## src/rtl/sipo_frame_rx.sv

```systemverilog
// Serial-to-parallel frame receiver: start bit, WIDTH data bits, optional even parity, stop bit.
// Optional parity bit and parity_err port are enabled by defining SIPO_RX_PARITY_EN.
module sipo_frame_rx #(
  parameter int WIDTH     = 8,
  parameter bit MSB_FIRST = 1'b0
) (
  input  logic             clk,
  input  logic             reset,
  input  logic             din,
  output logic [WIDTH-1:0] dout,
  output logic             dout_valid,
  input  logic             dout_ready,
  output logic             busy,
  output logic             frame_err,
  output logic             overrun
`ifdef SIPO_RX_PARITY_EN
  ,
  output logic             parity_err
`endif
);

  localparam int CW = $clog2(WIDTH + 1);

`ifdef SIPO_RX_PARITY_EN
  typedef enum logic [1:0] {IDLE, DATA, PARITY, STOP} state_t;
`else
  typedef enum logic [1:0] {IDLE, DATA, STOP} state_t;
`endif

  state_t          state;
  logic [WIDTH-1:0] sr;
  logic [CW-1:0]    cnt;
`ifdef SIPO_RX_PARITY_EN
  logic             par;
  logic             par_bad;
`endif

  always_ff @(posedge clk) begin
    if (!reset) begin
      state      <= IDLE;
      sr         <= '0;
      cnt        <= '0;
      dout       <= '0;
      dout_valid <= 1'b0;
      busy       <= 1'b0;
      frame_err  <= 1'b0;
      overrun    <= 1'b0;
`ifdef SIPO_RX_PARITY_EN
      par        <= 1'b0;
      par_bad    <= 1'b0;
      parity_err <= 1'b0;
`endif
    end else begin
      frame_err <= 1'b0;
      overrun   <= 1'b0;
`ifdef SIPO_RX_PARITY_EN
      parity_err <= 1'b0;
`endif
      // A load in STOP below overrides this clear, keeping dout_valid high.
      if (dout_valid && dout_ready)
        dout_valid <= 1'b0;

      case (state)
        IDLE: begin
          if (!din) begin
            state <= DATA;
            cnt   <= '0;
            busy  <= 1'b1;
`ifdef SIPO_RX_PARITY_EN
            par   <= 1'b0;
`endif
          end
        end
        DATA: begin
          if (MSB_FIRST)
            sr <= {sr[WIDTH-2:0], din};
          else
            sr <= {din, sr[WIDTH-1:1]};
          cnt <= cnt + CW'(1);
`ifdef SIPO_RX_PARITY_EN
          par <= par ^ din;
          if (cnt == CW'(WIDTH - 1))
            state <= PARITY;
`else
          if (cnt == CW'(WIDTH - 1))
            state <= STOP;
`endif
        end
`ifdef SIPO_RX_PARITY_EN
        PARITY: begin
          par_bad <= par ^ din;
          state   <= STOP;
        end
`endif
        STOP: begin
          state <= IDLE;
          busy  <= 1'b0;
          if (!din)
            frame_err <= 1'b1;
`ifdef SIPO_RX_PARITY_EN
          else if (par_bad)
            parity_err <= 1'b1;
`endif
          else if (dout_valid && !dout_ready)
            overrun <= 1'b1;
          else begin
            dout       <= sr;
            dout_valid <= 1'b1;
          end
        end
        default: begin
          state <= IDLE;
          busy  <= 1'b0;
        end
      endcase
    end
  end

endmodule
```

## config.mk

```make
export PLATFORM = sky130hd
export DESIGN_NAME = sipo_frame_rx
export DESIGN_NICKNAME = d
export VERILOG_FILES = /design/src/rtl/sipo_frame_rx.sv
export SDC_FILE = /design/constraint.sdc
export NUM_CORES = 1
export LEC_CHECK = 0
export CAP_MARGIN = 5
export CORE_MARGIN = 2
export CORE_UTILIZATION = 48
export CTS_BUF_LIST = sky130_fd_sc_hd__clkbuf_4
export DETAILED_ROUTE_END_ITERATION = 12
export GPL_TIMING_DRIVEN = 0
export PLACE_DENSITY = 0.76
export SKIP_CTS_REPAIR_TIMING = 1
export SYNTH_ARGS = -nofsm -noshare
export SYNTH_HDL_FRONTEND = slang
export SYNTH_SLANG_ARGS = --single-unit
```

## constraint.sdc

```tcl
create_clock -name clk -period 1.2 [get_ports clk]
set_input_delay 0.24 -clock clk [delete_from_list [all_inputs] [get_ports clk]]
set_output_delay 0.24 -clock clk [all_outputs]
set_load 0.05 [all_outputs]
```

==> out/qor.txt <==
Final setup TNS: -0.03350 ns
Via count: 830
Slew headroom: 0.7284
Skew-Pair Late Insertion Delay: 0.31 ns
Min cycle time layout: 1.219 ns
Num rows: 16
YS warnings: 0
End of the worst register-to-register path: dout[1]$_SDFFE_PN0P_
Period utilization: 1.016
Initial antenna violation count: 0
DRC violations left: 0
Worst setup EP type: register
Starting Density: 0.5064
Layout cell share with drive strength beyond 1: 0.2319
Hold Crit Class: in -> reg
Net count, final: 144
Die area: 2450 um^2
Die X-Extent: 49.50 um
Worst EP required: 1.44 ns
Final setup vio count: 3
Setup CP Type: reg -> reg
Pwr/cell area: 1087 nW/um^2
Max_cap viols: 0
Slew of the pin with the lowest slew margin: 0.4074 ns
Clk sinks: 26
Peak supply drop: 0.6379 mV
Clock-pin slew on the worst setup and hold paths: 0.13 ns
DR vias/cell: 5.030
Leakage power: 0.4646 nW
GR Overflow Total: 0
Commonest non-fill, non-tap cell in the layout: nand2_1
CP arrival: 1.46 ns
Hold Path End: dout[7]$_SDFFE_PN0P_
Gr usage total: 0.1659
Vias in the first global route: 689
Post-route cell area: 1247 um^2
Worst r2r path cells: 4
Largest net degree at the start of global routing: 15
Core ar.: 1962 um^2
Critical R2R Launch: state[0]$_SDFFE_PN0P_
DR iter-0 viols: 11
Clock Root Buffer: clkbuf_4
Worst Path Max Fanout: 8
Die extent in y: 49.50 um
Failing checks: negative setup slack
Number of buffers added on ports: 14
Routability Congestion: 0.7259
Clk_skew: 0.003585 ns
Total length of routed wires: 2073 um
Drt wl/cell: 12.56 um
Max-slew violation count: 0
Post-route ant nets: 0
CTS H-tree depth: 1
R2R Setup Slk: -0.02 ns
Drt pass-1 iters: 4
#FFs+latches synth: 26
Dpl cell area: 1169 um^2
Commonest non-fill, non-tap cells in the layout: nand2_1 (34), dfxtp_1 (22), clkbuf_4 (13), a21oi_1 (12), mux2i_1 (8)
Setup ws final: -0.01893 ns
Max Clk Rate: 820.4 MHz
Netlist cell types: 23
Hold path cells: 3
Synthesis-to-finish area growth: 25.57%
TritonCTS clock tree: done
First-pass GRT wire length: 3105 um
Final Hold Fails: 0
Detailed placer's ending HPWL: 1474 um
CTS buffer count: 3
CTS Buffer Depth: 2
Syn Inst Count: 115
Avg Synthesized Cell Area: 8.639 um^2
Top Ports: 16
Startpoint Class: register
Ant diodes: 0
Seq/Total Area, Yosys: 0.5239
Net count after synthesis: 120
Hold path start: reset
Post-Syn Area: 993.5 um^2
RSZ-0062 raised after global routing: true
Status: finished with violations
==> layout make-up <==
cell class,instances,area (um^2)
multi-input cells,81,446.7
flip-flops and latches,26,528.0
inverters,1,3.754
clock inverters,1,3.754
repair buffers,19,155.1
fillers,182,714.4
plain buffers,7,53.80
clock buffers,3,22.52
well taps,27,33.78
==> cell usage after synthesis, drive strengths merged <==
library cell  number  area (um^2)
dfxtp             26        520.5
ha                 1        12.51
a2111oi            1        8.760
nor3b              1        7.510
nand3b             1        7.510
nor2b              3        18.77
o21ai              5        25.02
and3               1        6.260
a31oi              1        6.260
nor2               3        11.26
buf                5        31.28
a21oi             12        60.06
and2b              1        7.510
nor3               2        10.01
or3                1        6.260
nand2             34        127.6
mux2i              8        80.08
clkbuf             2        7.510
clkinv             1        3.750
nand3              2        10.01
nand2b             3        18.77
nor4               1        6.260
==> power by group <==
part	switching, mW	internal [mW]	total (mW)	leakage (nW)
clock network	0.244	0.121	0.366	0.0154
logic	0.0604	0.0420	0.102	0.237
registers	0.0126	0.875	0.888	0.212
==> per-stage QoR <==
stage | power, mW | hold slack [ns] | setup slack (ns) | cells | util
after floorplan | 0.9632 | 0.3760 | 0.05906 | 115 | -
after global placement | 0.9881 | 0.4413 | -0.3476 | 156 | 0.5957
after detailed placement | 0.9927 | 0.4500 | -0.4294 | 156 | 0.5957
after CTS | 1.345 | 0.2453 | -0.5687 | 160 | 0.6091
after global routing | 1.422 | 0.2339 | -0.1020 | 165 | 0.6358
final | 1.356 | 0.2478 | -0.01893 | 165 | 0.6358
==> critical path: stages, from the launching register on <==
cell	delay, ns
dfxtp_4	0.40
nand3b_1	0.20
nor2b_1	0.17
buf_6	0.17
mux2i_1	0.21
==> metal layers <==
metal	global-route usage	part of all wire	up-vias
li1	-	-	430
met1	0.1934	0.44	387
met2	0.2995	0.52	11
met3	0.02727	0.025	2
met4	0.06944	0.011	0
met5	0	0	-
==> how the worst max path moves through the flow <==
stage / startpoint / end / slack, ns / cells past startpoint
finish: state[0]$_SDFFE_PN0P_ / dout[1]$_SDFFE_PN0P_ / -0.02 / 4
global route: state[0]$_SDFFE_PN0P_ / dout[1]$_SDFFE_PN0P_ / -0.10 / 4
CTS: dout[2]$_SDFFE_PN0P_ / dout[2] / -0.57 / 1
detailed placement: din / dout[1]$_SDFFE_PN0P_ / -0.43 / 5
global placement: din / dout[2]$_SDFFE_PN0P_ / -0.35 / 5
floorplan: dout_valid$_SDFF_PN0_ / dout[0]$_SDFFE_PN0P_ / 0.06 / 4
==> sequential cells by signal, summed over array words and instances, names as in the netlist <==
register / cells
dout: 8
sr: 8
cnt: 4
state: 2
busy: 1
dout_valid: 1
frame_err: 1
overrun: 1
==> logic make-up after synthesis <==
logic type	after synthesis	share of synthesized area
AND/OR/NAND/NOR	53	0.2393
buffers and inverters	8	0.04282
multiplexers	8	0.08061
flip-flops	26	0.5239
adder cells (fa/ha/maj)	1	0.01259
AO/OA/AOI/OAI	19	0.1008
No activity file was read; power rests on OpenSTA's default activity.
